File: src/rtl/token_ctrl_pkg.sv
// ============================================================================
// token_ctrl_pkg : state encoding and width helpers for token_time_controller
// Revision: 1.0
// ============================================================================
`default_nettype none

package token_ctrl_pkg;

  localparam logic [1:0] ST_IDLE    = 2'd0;
  localparam logic [1:0] ST_AUTH    = 2'd1;
  localparam logic [1:0] ST_ACTIVE  = 2'd2;
  localparam logic [1:0] ST_LOCKOUT = 2'd3;

  typedef enum logic [1:0] {
    S_IDLE    = ST_IDLE,
    S_AUTH    = ST_AUTH,
    S_ACTIVE  = ST_ACTIVE,
    S_LOCKOUT = ST_LOCKOUT
  } state_e;

  // Bits needed to hold the values 0..max_val inclusive.
  function automatic int cnt_width(input int max_val);
    return (max_val < 1) ? 1 : $clog2(max_val + 1);
  endfunction

endpackage

`default_nettype wire

File: src/rtl/token_time_controller_down_counter.sv
// ============================================================================
// down_counter : loadable down counter that saturates at zero
// Revision: 1.0
// ============================================================================
`default_nettype none

module down_counter #(
  parameter int W = 8
) (
  input  logic         clk_i,
  input  logic         rst_ni,
  input  logic         load_i,
  input  logic [W-1:0] load_val_i,
  input  logic         en_i,
  output logic [W-1:0] cnt_o,
  output logic         zero_o
);

  logic [W-1:0] cnt_q;

  always_ff @(posedge clk_i) begin
    if (!rst_ni) begin
      cnt_q <= '0;
    end else if (load_i) begin
      cnt_q <= load_val_i;
    end else if (en_i && (cnt_q != '0)) begin
      cnt_q <= cnt_q - W'(1);
    end
  end

  assign cnt_o  = cnt_q;
  assign zero_o = (cnt_q == '0);

endmodule

`default_nettype wire

File: src/rtl/token_time_controller.sv
// ============================================================================
// token_time_controller : token-authenticated, time-limited one-hot channel grant
// Revision: 1.0
// ============================================================================
`default_nettype none

module token_time_controller
  import token_ctrl_pkg::*;
#(
  parameter int TOKEN_W     = 3,
  parameter int DATA_W      = 8,
  parameter int NUM_CH      = 4,
  parameter int MAX_TRIES   = 3,
  parameter int LOCK_CYCLES = 16,
  parameter int CONFIRM_TO  = 32
) (
  input  logic                           clk_i,
  input  logic                           rst_ni,
  input  logic                           request_i,
  input  logic [$clog2(NUM_CH)-1:0]      ch_sel_i,
  input  logic [TOKEN_W-1:0]             system_token_i,
  input  logic [DATA_W-1:0]              time_data_i,
  input  logic                           confirm_i,
  input  logic [TOKEN_W-1:0]             user_token_i,
  output logic [NUM_CH-1:0]              grant_o,
  output logic [DATA_W-1:0]              data_q_o,
  output logic [DATA_W-1:0]              data_p_o,
  output logic                           busy_o,
  output logic                           locked_o,
  output logic                           err_o,
  output logic                           done_o,
  output logic [cnt_width(MAX_TRIES)-1:0] fail_cnt_o
);

  localparam int CH_W   = $clog2(NUM_CH);
  localparam int FC_W   = cnt_width(MAX_TRIES);
  localparam int LOCK_W = cnt_width(LOCK_CYCLES);
  localparam int TO_W   = cnt_width(CONFIRM_TO);

  state_e              state_q;
  logic [CH_W-1:0]     ch_q;
  logic [TOKEN_W-1:0]  token_q;
  logic [DATA_W-1:0]   time_q;
  logic [NUM_CH-1:0]   grant_q;
  logic [DATA_W-1:0]   data_p_q;
  logic                busy_q, locked_q, err_q, done_q;
  logic [FC_W-1:0]     fail_cnt_q;

  logic                req_ok, match, last_try;
  logic                gnt_load, gnt_en, gnt_zero;
  logic                lock_load, lock_en, lock_zero;
  logic                to_load, to_en, to_zero;
  logic [DATA_W-1:0]   gnt_cnt;
  logic [LOCK_W-1:0]   lock_cnt;
  logic [TO_W-1:0]     to_cnt;

  assign req_ok   = request_i && (time_data_i != '0) && (int'(ch_sel_i) < NUM_CH);
  assign match    = (user_token_i == token_q);
  assign last_try = (int'(fail_cnt_q) + 1) >= MAX_TRIES;

  always_comb begin
    to_load   = (state_q == S_IDLE) && req_ok;
    to_en     = (state_q == S_AUTH) && !confirm_i && !to_zero;
    gnt_load  = (state_q == S_AUTH) && confirm_i && match;
    gnt_en    = (state_q == S_ACTIVE) && !gnt_zero;
    lock_load = (state_q == S_AUTH) && confirm_i && !match && last_try;
    lock_en   = (state_q == S_LOCKOUT) && !lock_zero;
  end

  // The grant timer doubles as the visible remaining-time output.
  down_counter #(.W(DATA_W)) u_grant_timer (
    .clk_i(clk_i), .rst_ni(rst_ni), .load_i(gnt_load), .load_val_i(time_q),
    .en_i(gnt_en), .cnt_o(gnt_cnt), .zero_o(gnt_zero)
  );

  down_counter #(.W(LOCK_W)) u_lock_timer (
    .clk_i(clk_i), .rst_ni(rst_ni), .load_i(lock_load), .load_val_i(LOCK_W'(LOCK_CYCLES)),
    .en_i(lock_en), .cnt_o(lock_cnt), .zero_o(lock_zero)
  );

  down_counter #(.W(TO_W)) u_confirm_timer (
    .clk_i(clk_i), .rst_ni(rst_ni), .load_i(to_load), .load_val_i(TO_W'(CONFIRM_TO)),
    .en_i(to_en), .cnt_o(to_cnt), .zero_o(to_zero)
  );

  always_ff @(posedge clk_i) begin
    if (!rst_ni) begin
      state_q    <= S_IDLE;
      ch_q       <= '0;
      token_q    <= '0;
      time_q     <= '0;
      grant_q    <= '0;
      data_p_q   <= '0;
      busy_q     <= 1'b0;
      locked_q   <= 1'b0;
      err_q      <= 1'b0;
      done_q     <= 1'b0;
      fail_cnt_q <= '0;
    end else begin
      err_q  <= 1'b0;
      done_q <= 1'b0;
      unique case (state_q)
        S_IDLE: begin
          if (req_ok) begin
            ch_q    <= ch_sel_i;
            token_q <= system_token_i;
            time_q  <= time_data_i;
            busy_q  <= 1'b1;
            state_q <= S_AUTH;
          end else if (request_i) begin
            err_q <= 1'b1;
          end
        end
        S_AUTH: begin
          if (confirm_i && match) begin
            grant_q    <= NUM_CH'(1) << ch_q;
            data_p_q   <= time_q;
            fail_cnt_q <= '0;
            state_q    <= S_ACTIVE;
          end else if (confirm_i && last_try) begin
            fail_cnt_q <= FC_W'(MAX_TRIES);
            err_q      <= 1'b1;
            locked_q   <= 1'b1;
            state_q    <= S_LOCKOUT;
          end else if (confirm_i) begin
            fail_cnt_q <= fail_cnt_q + FC_W'(1);
            err_q      <= 1'b1;
            busy_q     <= 1'b0;
            state_q    <= S_IDLE;
          end else if (to_cnt == TO_W'(1)) begin
            err_q   <= 1'b1;
            busy_q  <= 1'b0;
            state_q <= S_IDLE;
          end
        end
        S_ACTIVE: begin
          if (gnt_cnt == DATA_W'(1)) begin
            grant_q <= '0;
            done_q  <= 1'b1;
            busy_q  <= 1'b0;
            state_q <= S_IDLE;
          end
        end
        S_LOCKOUT: begin
          if (lock_cnt == LOCK_W'(1)) begin
            locked_q   <= 1'b0;
            fail_cnt_q <= '0;
            busy_q     <= 1'b0;
            state_q    <= S_IDLE;
          end
        end
        default: state_q <= S_IDLE;
      endcase
    end
  end

  assign grant_o    = grant_q;
  assign data_q_o   = gnt_cnt;
  assign data_p_o   = data_p_q;
  assign busy_o     = busy_q;
  assign locked_o   = locked_q;
  assign err_o      = err_q;
  assign done_o     = done_q;
  assign fail_cnt_o = fail_cnt_q;

endmodule

`default_nettype wire

File: config.mk
export PLATFORM = sky130hd
export DESIGN_NAME = token_time_controller
export DESIGN_NICKNAME = d
export VERILOG_FILES = /design/src/rtl/token_ctrl_pkg.sv /design/src/rtl/token_time_controller_down_counter.sv /design/src/rtl/token_time_controller.sv
export SDC_FILE = /design/constraint.sdc
export NUM_CORES = 1
export LEC_CHECK = 0
export BUFFER_PORTS_ARGS = -buffer_cell sky130_fd_sc_hd__buf_2
export CORE_ASPECT_RATIO = 0.7
export CORE_MARGIN = 4
export CORE_UTILIZATION = 41
export CTS_CLUSTER_DIAMETER = 40
export DETAILED_ROUTE_END_ITERATION = 12
export PLACE_DENSITY = 0.6
export SYNTH_ARGS = -nofsm -noshare
export SYNTH_HDL_FRONTEND = slang
export SYNTH_SLANG_ARGS = --single-unit
export TNS_END_PERCENT = 20
File: constraint.sdc
create_clock -name clk_i -period 2.41 [get_ports clk_i]
set_input_delay 0.1205 -clock clk_i [delete_from_list [all_inputs] [get_ports clk_i]]
set_output_delay 0.1205 -clock clk_i [all_outputs]
set_load 0.05 [all_outputs]
==> results of run 1 <==
## flip-flops by register name, indices dropped and copies added, names as in the netlist, 2 cells and up
signal                 cells
ch_q                       2
data_p_o                   8
fail_cnt_o                 2
grant_o                    4
state_q                    2
time_q                     8
token_q                    3
u_confirm_timer.cnt_o      6
u_grant_timer.cnt_o        8
u_lock_timer.cnt_o         5
## logic make-up after synthesis
| kind of cell | synth area share |
|---|---|
| AO/OA/AOI/OAI | 0.162 |
| adder cells (fa/ha/maj) | 0.0443 |
| buffers and inverters | 0.0473 |
| XOR/XNOR | 0.0586 |
| flip-flops | 0.410 |
| AND/OR/NAND/NOR | 0.215 |
| multiplexers | 0.0635 |
## worst min-delay path: cells and delay by family
family        cells  cell delay [ns]
simple gates      1             0.07
buf+inv           1             0.07
mux               1             0.05
## cell usage in the layout, fill, tap and decap left out, drive strengths merged, types with 2 or more instances in the layout
cell	instances
clkinv	2
clkbuf	5
nand4	3
nand2	21
a31oi	4
nor4b	3
o21ai	9
nand3b	2
ha	9
a211oi	7
nor2b	3
nand3	9
or3b	2
inv	11
o221ai	2
or4	2
nor3	4
or3	2
nor2	35
xor2	6
nor4	5
a21oi	25
clkinvlp	2
a21o	2
nor3b	2
xnor2	11
dfxtp	52
and3	3
buf	52
or2	4
mux2i	15
o21a	3
## power by group through the flow
| stage | Clock, mW | Sequential, mW | Combinational (mW) |
|---|---|---|---|
| 2_1_floorplan | 0 | 0.964 | 0.168 |
| 3_3_place_gp | 0 | 0.945 | 0.250 |
| 3_5_place_dp | 0 | 0.946 | 0.251 |
| 4_1_cts | 0.522 | 0.927 | 0.253 |
| 5_1_grt | 0.554 | 0.933 | 0.276 |
| 6_report | 0.508 | 0.927 | 0.251 |
## per-stage QoR
stage	area [sq um]	cells	util
after detailed placement	2840	399	0.483
after global placement	2840	399	0.483
after floorplan	2540	284	-
final	2930	407	0.499
after CTS	2930	407	0.499
after global routing	2930	407	0.499
## path summary, 6_finish.rpt
kind / slack, ns / endpoint / cells past startpoint / from
max: 0.54 / u_confirm_timer.cnt_o[5] / 4 / state_q[0]
min: 0.05 / token_q[0] / 3 / system_token_i[0]
max reg2reg: 0.54 / u_confirm_timer.cnt_o[5] / 4 / state_q[0]
min reg2reg: 0.46 / data_p_o[0] / 2 / data_p_o[0]
## routing by layer
| metal | GRT usage | up-vias | routed length, um |
|---|---|---|---|
| li1 | - | 1102 | - |
| met1 | 0.255 | 990 | 3210 |
| met2 | 0.221 | 52 | 2310 |
| met3 | 0.0446 | 2 | 353 |
| met4 | 0.0306 | 0 | 22 |
| met5 | 0 | - | 0 |
## layout make-up
type	count	area [sq um]
fill	593	2940
sequential	52	1040
tap	75	93.8
clock inverter	3	23.8
multi-input combinational	208	1380
clock buffer	5	68.8
timing repair buffer	52	278
inverter	12	45.0
==> impl_results.md, run 1 <==
- Crit path required time: 2.62 ns
- CP Max Fanout: 10
- PwrDens: 576 nW/um^2
- DR iter-0 viols: 106
- Worst path slowest cell: or3b_1
- Fin. Hold Viols: 0
- Largest area contributor in the netlist: dfxtp_1
- Cells after Synth: 284
- Setup Skew: 0.00354 ns
- DP Worst Slack: 0.553 ns
- Pins Over Slew Limit: 0
- Htree depth: 2
- Outcome: complete, no violations
- Reg power frac: 0.550
- DRC violations left: 0
- Total gr overflow: 0
- Worst rel slew slack: 0.450
- Synth area leaders: dfxtp_1 (41%), mux2i_1 (5.9%), nor2_1 (5.0%), a21oi_1 (4.9%), ha_1 (4.4%)
- Leakage power: 1.20 nW
- P&R area growth vs syn: 15.3%
- Post-synth ARST share: 0
- Buffers plus inverters on the worst setup path: 0
- Post-synth EDFFs: 0
- Logic pwr share: 0.149
- Final Critical Period: 1.87 ns
- Setup repair bufs after CTS: 0
- Sink Count: 52
- Period utilization: 0.777
- Total CTS buffers: 5
- Worst hold margin: 0.0494 ns
- Initial antenna violation count: 0
- Syn avg cell area: 8.95 sq um
- Layout cells sized above 1: 0.211
- Area share of the leading cell type in the synthesized netlist: 0.410
- Vias per std cell: 5.27
- Syn. warnings: 0
- Die area: 7540 sq um
- WP data arrival: 2.08 ns
- Clock Root Buffer: clkbuf_8
- Number of global-route vias before repair: 1,926
- Fraction of power consumed by the clock network: 0.301
- Final wirelength: 5890 um
- Final Total Pwr: 1.69 mW
- Insertion delay to the later sink of the worst-skew pair: 0.30 ns
- CP Class: reg -> reg
- # IOs: 46
- First-pass GRT wire length: 9660 um
- TNS Setup: 0 ns
- Final WS setup: 0.537 ns
- RSZ-0062 raised after global routing: false
- Syn_nets: 313
- Die Y: 73.9 um
- VDD IR max: 0.000339 V
- Initial core utilization: 0.433
- Clock buffer depth: 2
- Post-synthesis sequential area ratio: 0.410
- Startpoint Class: flop
- Max-Cap Viols: 0
- Post-synthesis cell area: 2540 sq um
- Worst setup EP type: flop
- Worst Tran Pin Value: 0.817 ns
- Hold_buf cts: 0
- Port-buffer cells: 45
- CP max stage delay: 0.52 ns
- Count leader, synth: dfxtp_1
- HP Class: in -> reg
- Yosys reg bits: 52
- Final HPWL DP: 4420 um
- Switching share of power: 0.289
- Pin count of the biggest net entering global routing: 33
- # setup viols final: 0
- Clock slew at reported path FFs: 0.10 ns
- # rows: 23
- CTS resizes: 0
- Die Wd: 102 um
- Sw Pwr: 0.488 mW
- Delay-heaviest family, CP: simple AND/OR/NAND/NOR gates
- Average wire per standard cell: 14.5 um
- Synth top cells by count: dfxtp_1 (52), nor2_1 (34), a21oi_1 (25), nand2_1 (21), mux2i_1 (15)
- Vias: 2,146
- Int Pwr: 1.20 mW
- Drt pass-1 iters: 4
- DRT antenna net count: 0
- Unique masters post-synth: 53
- Primary FF master, synth: dfxtp_1
- Total GRT Usage: 0.163
- CP Cell Sequence: or3b_1 -> nor3_1 -> mux2_2 -> o21a_1
- NumNets Final: 360
- Number of antenna diodes: 0
- Core area: 5870 sq um
- RD Place Congestion: 0.886
- Maximum clock rate: 0.534 GHz
- CTS tree: built
Note: power is estimated with default switching activity, not from simulation.
==> inputs of run 2 (changes only) <==
Settings changed: ABC_AREA set to 1, PLACE_DENSITY 0.6 to 0.62.
Clock period 2.41 ns to 1.5 ns, I/O delays scaled along.
==> impl_results.md, run 2 <==
- Startpoint Class: flop
- RD Place Congestion: 0.820 (-7.4%)
- Total GRT Usage: 0.171 (+0.00736)
- Final HPWL DP: 4640 um (+5.1%)
- Fraction of power consumed by the clock network: 0.148 (-0.153)
- Period utilization: 0.962 (+0.185)
- Layout cells sized above 1: 0.314 (+0.103)
- Die area: 7530 sq um (-0.18%)
- Max-Cap Viols: 0 (unchanged)
- Insertion delay to the later sink of the worst-skew pair: 0.31 ns (about the same)
- Total gr overflow: 0 (unchanged)
- # setup viols final: 0 (unchanged)
- Number of global-route vias before repair: 2,224 (+15%)
- Fin. Hold Viols: 0 (unchanged)
- Syn. warnings: 0 (unchanged)
- Sink Count: 52 (unchanged)
- Clock buffer depth: 2 (unchanged)
- Cells after Synth: 364 (+28%)
- CP Max Fanout: 6 (-4)
- Vias per std cell: 4.93 (-6.5%)
- TNS Setup: 0 ns (unchanged)
- Initial antenna violation count: 0 (unchanged)
- Int Pwr: 2.87 mW (+140%)
- DRT antenna net count: 0 (unchanged)
- Commonest non-fill, non-tap cell in the layout: nand2_1
- Setup Skew: 0.0104 ns (+0.00687 ns)
- Area share of the leading cell type in the synthesized netlist: 0.410 (+0.000808)
- Number of antenna diodes: 0 (unchanged)
- Design area: 3170 sq um (+8.2%)
- VDD IR max: 0.000767 V (+130%)
- RSZ-0062 raised after global routing: true
- First-pass GRT wire length: 10,200 um (+5.5%)
- P&R area growth vs syn: 25.1%
- Hold_buf cts: 0 (unchanged)
- Htree depth: 2 (unchanged)
- Core area: 5870 sq um (unchanged)
- Port-buffer cells: 45 (unchanged)
- Sw Pwr: 2.29 mW (+370%)
- Leakage power: 1.49 nW (+24%)
- Syn avg cell area: 6.97 sq um (-22%)
- Clock slew at reported path FFs: 0.09 ns (about the same)
- Die Wd: 102 um (about the same)
- CTS tree: built
- Yosys reg bits: 52 (unchanged)
- Outcome: complete, no violations
- Syn_nets: 393 (+26%)
- Synth top cells by count: nand2_1 (70), nor2_1 (55), dfxtp_1 (52), inv_1 (40), a21oi_1 (30)
- Initial core utilization: 0.432 (-0.000853)
- Drt pass-1 iters: 4 (unchanged)
- Reg power frac: 0.362 (-0.188)
- Worst setup EP type: flop
- Final wirelength: 6250 um (+6.2%)
- Total CTS buffers: 5 (unchanged)
- Count leader, synth: nand2_1
- Pin count of the biggest net entering global routing: 23 (-30%)
- Worst rel slew slack: 0.706 (+0.255)
- Worst Tran Pin Value: 0.439 ns (-0.378 ns)
- Final Total Pwr: 5.16 mW (+210%)
- Fill count: 597 (+0.67%)
- Switching share of power: 0.444 (+0.155)
- Primary FF master, synth: dfxtp_1
- Average wire per standard cell: 12.5 um (-13%)
- WP data arrival: 1.64 ns (-0.44 ns)
- # rows: 23 (unchanged)
- Crit path required time: 1.70 ns (-0.92 ns)
- Post-synthesis sequential area ratio: 0.410 (+0.000808)
- Post-synthesis cell area: 2540 sq um (-0.20%)
- DR iter-0 viols: 95 (-10%)
- Maximum clock rate: 0.693 GHz (+30%)
- Synth area leaders: dfxtp_1 (41%), nand2_1 (10%), nor2_1 (8.1%), a21oi_1 (5.9%), inv_1 (5.9%)
- Largest area contributor in the netlist: dfxtp_1
- DP Area: 2920 sq um (+2.7%)
- Pins Over Slew Limit: 0 (unchanged)
- Post-synth EDFFs: 0 (unchanged)
- Clock Root Buffer: clkbuf_8
- Final Critical Period: 1.44 ns (-0.429 ns)
- Vias: 2,461 (+15%)
- Post-synth ARST share: 0 (unchanged)
- Die Y: 73.8 um (about the same)
- Unique masters post-synth: 31 (-42%)
- # IOs: 46 (unchanged)
- HP Class: in -> reg
- Logic pwr share: 0.489 (+0.340)
- Worst hold margin: 0.0286 ns (-0.0208 ns)
- Commonest cells after routing, fill and taps aside: nand2_1 (64), nor2_1 (46), buf_2 (45), dfxtp_1 (37), inv_1 (34)
- PwrDens: 1630 nW/um^2 (+180%)
- DRC violations left: 0 (unchanged)
- CP Class: reg -> reg
- NumNets Final: 453 (+26%)
[run 2: path summary, 6_finish.rpt]
kind         slack, ns  depth (start not counted)                   from                     to
min               0.03                          3         time_data_i[0]              time_q[0]
max reg2reg       0.06                         10  u_lock_timer.cnt_o[0]  u_lock_timer.cnt_o[3]
min reg2reg       0.46                          2              time_q[0]              time_q[0]
max               0.06                         10  u_lock_timer.cnt_o[0]  u_lock_timer.cnt_o[3]
[run 2: cell families after synthesis]
logic type | after synthesis | share of synthesized area
buffers and inverters | 55 | 0.0888
and+or+nand+nor | 175 | 0.302
AOI/OAI and AO/OA | 70 | 0.144
adders and majority gates | 9 | 0.0444
xor gates and xnor gates | 3 | 0.0104
DFF | 52 | 0.410
[run 2: layer usage]
layer | vias up | GRT usage | part of all wire
li1 | 1280 | - | -
met1 | 1112 | 0.241 | 0.48
met2 | 61 | 0.261 | 0.44
met3 | 8 | 0.0351 | 0.061
met4 | 0 | 0.0524 | 0.012
met5 | - | 0 | 0
[run 2: power by group through the flow]
stage               logic [mW]  registers [mW]  clock network [mW]
CTS                       2.29            1.85               0.800
global placement          2.23            1.87                   0
finish                    2.52            1.87               0.766
floorplan                 1.29            2.28                   0
global route              2.84            1.91               0.848
detailed placement        2.26            1.88                   0
[run 2: through the flow]
| stage | util | cells | setup slack, ns |
|---|---|---|---|
| after detailed placement | 0.497 | 488 | -0.00756 |
| after global placement | 0.497 | 488 | -0.0117 |
| after floorplan | - | 364 | -0.0553 |
| after global routing | 0.540 | 499 | -0.0525 |
| after CTS | 0.512 | 495 | 0.00307 |
| final | 0.540 | 499 | 0.0565 |
[run 2: cell type report]
class                   instances  area [sq um]  share of cell area
flip-flops and latches         52          1060               0.336
clock inverters                 1          5.00             0.00158
well taps                      75          93.8              0.0296
multi-input cells             257          1410               0.443
clock buffers                   6          72.6              0.0229
repair buffers                 62           357               0.112
inverters                      46           173              0.0544
[run 2: worst max-delay path: stages (launching register included)]
cell,delay (ns)
dfxtp_2,0.35
inv_1,0.06
ha_1,0.16
inv_2,0.05
nor3_2,0.19
nand2_1,0.09
nand2_2,0.13
nor2_2,0.05
nand2_1,0.09
nand2_1,0.05
nor3b_2,0.14
[run 2: timing repair]
action,4_1_cts,5_1_grt
setup buffers,0,4
pin swaps,0,10
gates cloned,0,0
endpoints found under the setup margin,5,29
resized for setup,4,46
==> inputs of run 3 (changes only) <==
Settings changed: PLACE_DENSITY 0.62 to 0.59, SYNTH_HIERARCHICAL set to 1.
Clock period 1.5 ns to 1.85 ns, I/O delays scaled along.
==> impl_results.md, run 3 <==
- Htree depth: 2 (unchanged)
- Syn. warnings: 6 (+6)
- # setup viols final: 0 (unchanged)
- Commonest non-fill, non-tap cell in the layout: nand2_1
- WP data arrival: 1.89 ns (+0.25 ns)
- Drt pass-1 iters: 4 (unchanged)
- Cells after Synth: 456 (+25%)
- CP max stage delay: 0.37 ns (+0.02 ns)
- # IOs: 46 (unchanged)
- Register-to-register setup slack: 0.20 ns (+0.14 ns)
- Period utilization: 0.893 (-0.0698)
- Number of antenna diodes: 0 (unchanged)
- Logic pwr share: 0.247 (-0.242)
- VDD IR max: 0.000353 V (-54%)
- Clock Root Buffer: clkbuf_8
- Vias per std cell: 4.78 (-3.1%)
- Sink Count: 52 (unchanged)
- PwrDens: 769 nW/um^2 (-53%)
- CP Class: reg -> reg
- Total gr overflow: 0 (unchanged)
- Fin util: 0.497 (-0.0432)
- Buffers plus inverters on the worst setup path: 2 (unchanged)
- RD Place Congestion: 0.888 (+8.2%)
- Area share of the leading cell type in the synthesized netlist: 0.359 (-0.0514)
- Worst Hold End: token_q[1]
- Reg power frac: 0.488 (+0.126)
- Hold_buf cts: 0 (unchanged)
- Final HPWL DP: 5790 um (+25%)
- Count leader, synth: nand2_1
- Min-delay src: system_token_i[1]
- CTS resizes: 0 (-4)
- Maximum clock rate: 0.606 GHz (-13%)
- Insertion delay to the later sink of the worst-skew pair: 0.31 ns (about the same)
- Sw Pwr: 0.912 mW (-60%)
- Int Pwr: 1.70 mW (-41%)
- Post-synthesis sequential area ratio: 0.359 (-0.0514)
- Outcome: complete, no violations
- Worst r2r path cells: 9 (-1)
- RSZ-0062 raised after global routing: false
- Yosys reg bits: 52 (unchanged)
- Die area: 8500 sq um (+13%)
- Core area: 6820 sq um (+16%)
- Placed cells: 603 (+24%)
- Delay-heaviest family, CP: simple AND/OR/NAND/NOR gates
- DP Area: 3290 sq um (+13%)
- Vias: 2,920 (+19%)
- DRT antenna net count: 0 (unchanged)
- NumNets Final: 543 (+20%)
- Post-Layout Cell Count: 611 (+22%)
- Switching share of power: 0.350 (-0.0946)
- Syn avg cell area: 6.36 sq um (-8.8%)
- Initial core utilization: 0.425 (-0.00687)
- Worst path slowest cell: dfxtp_1
- Synth area leaders: dfxtp_1 (36%), nand2_1 (15%), nor2_1 (11%), inv_1 (6.9%), nand3_1 (5.9%)
- First-pass GRT wire length: 12,500 um (+23%)
- DR iter-0 viols: 174 (+83%)
- Port-buffer cells: 45 (unchanged)
- CP Max Fanout: 6 (unchanged)
- Max-Cap Viols: 0 (unchanged)
- Worst setup EP type: flop
- Worst hold margin: 0.0407 ns (+0.0121 ns)
- Initial antenna violation count: 0 (unchanged)
- Total CTS buffers: 5 (unchanged)
- Final Critical Period: 1.65 ns (+0.208 ns)
- Design area: 3390 sq um (+6.9%)
- Reg2reg end: u_confirm_timer/cnt_o[2]
- CTS tree: built
- Fin. Hold Viols: 0 (unchanged)
- Fill count: 736 (+23%)
- Critical Path Start: u_confirm_timer/cnt_o[0]
- Pins Over Slew Limit: 0 (unchanged)
- Clock slew at reported path FFs: 0.10 ns (about the same)
- Clock buffer depth: 2 (unchanged)
- TNS Setup: 0 ns (unchanged)
- CP Cell Sequence: inv_1 -> ha_1 -> nand3_2 -> inv_1 -> nor3_2 -> nand2_1 -> nand2_2 -> nand2_1 -> a21oi_1
- Crit path required time: 2.09 ns (+0.39 ns)
- Commonest cells after routing, fill and taps aside: nand2_1 (112), nor2_1 (82), inv_1 (53), dfxtp_1 (51), buf_2 (45)
- Unique masters post-synth: 33 (+6.5%)
- Total GRT Usage: 0.182 (+0.0117)
- Hold path cells: 3 (unchanged)
- Post-synthesis cell area: 2900 sq um (+14%)
- DRC violations left: 0 (unchanged)
- Pin count of the biggest net entering global routing: 32 (+39%)
- Largest area contributor in the netlist: dfxtp_1
- Die Y: 78.4 um (+6.2%)
- Final wirelength: 7480 um (+20%)
- Number of global-route vias before repair: 2,676 (+20%)
- Setup repair bufs after CTS: 0 (unchanged)
- Setup Skew: 0.0107 ns (+0.000308 ns)
- Average wire per standard cell: 12.2 um (-2.3%)
- Leakage power: 1.66 nW (+12%)
- HP Class: in -> reg
- Post-synth EDFFs: 0 (unchanged)
- Startpoint Class: flop
- FF-to-FF Start: u_confirm_timer/cnt_o[0]
- Layout cells sized above 1: 0.168 (-0.145)
- Primary FF master, synth: dfxtp_1
- Post-synth ARST share: 0 (unchanged)
- Synth top cells by count: nand2_1 (112), nor2_1 (83), inv_1 (53), dfxtp_1 (52), nand3_1 (34)
- # rows: 25 (+8.7%)
- Fraction of power consumed by the clock network: 0.266 (+0.118)
- Die Wd: 109 um (+6.4%)
- P&R area growth vs syn: 16.9%
run 3: changes by cell type after synthesis, sizes merged, moves of 3 or more:
cell / delta
or2: -5
nand4: +3
nand2: +47
nand3: +16
inv: +13
nor2: +27
o21ai: -6
run 3: per-stage QoR:
step	power, mW	setup slack, ns
floorplan	1.76	0.0388
global placement	1.92	0.197
detailed placement	1.93	0.138
CTS	2.63	0.106
global route	2.78	0.0188
finish	2.61	0.199
run 3: cell families (layout without fill, tap and decap cells):
kind of cell             count (synthesis)  after routing  share of synthesized area
flip-flops                              52             52                      0.359
adder cells (fa/ha/maj)                  7              7                     0.0302
XOR/XNOR                                 3              3                    0.00907
AO/OA/AOI/OAI                           63             63                      0.115
other                                    2             11                    0.00259
AND/OR/NAND/NOR                        261            261                      0.390
buffers and inverters                   68            120                     0.0936
run 3: worst min-delay path, delay by kind of cell:
family                 cells  cell delay [ns]
AOI/OAI and AO/OA          1             0.07
buffers and inverters      1             0.07
and+or+nand+nor            1             0.08
run 3: worst max-delay path by stage:
stage	to	slack, ns	depth (start not counted)
after detailed placement	u_confirm_timer/cnt_o[2]	0.14	9
after global placement	u_grant_timer/cnt_o[1]	0.20	9
after CTS	u_confirm_timer/cnt_o[2]	0.11	9
final	u_confirm_timer/cnt_o[2]	0.20	9
after floorplan	u_grant_timer/cnt_o[1]	0.04	10
after global routing	u_confirm_timer/cnt_o[2]	0.02	9
run 3: area by class of cell:
class / count / area [sq um] / share of cell area
Timing Repair Buffer: 53 / 285 / 0.0842
Tap cell: 94 / 118 / 0.0347
Multi-Input combinational cell: 345 / 1630 / 0.480
Clock buffer: 5 / 68.8 / 0.0203
Inverter: 59 / 223 / 0.0657
Clock inverter: 3 / 25.0 / 0.00738
Sequential cell: 52 / 1040 / 0.307
run 3: power groups by stage:
stage / registers [mW] / clock network (mW) / logic (mW)
floorplan: 1.34 / 0 / 0.430
global route: 1.29 / 0.763 / 0.735
detailed placement: 1.30 / 0 / 0.636
global placement: 1.30 / 0 / 0.627
CTS: 1.27 / 0.719 / 0.638
finish: 1.27 / 0.693 / 0.643
run 3: layer usage:
| layer | share of wire | routed length [um] | global-route usage | up-vias |
|---|---|---|---|---|
| met4 | 0.0033 | 25 | 0.0277 | 0 |
| li1 | - | - | - | 1548 |
| met5 | 0 | 0 | 0 | - |
| met1 | 0.52 | 3920 | 0.276 | 1303 |
| met3 | 0.050 | 372 | 0.0320 | 2 |
| met2 | 0.42 | 3160 | 0.273 | 67 |
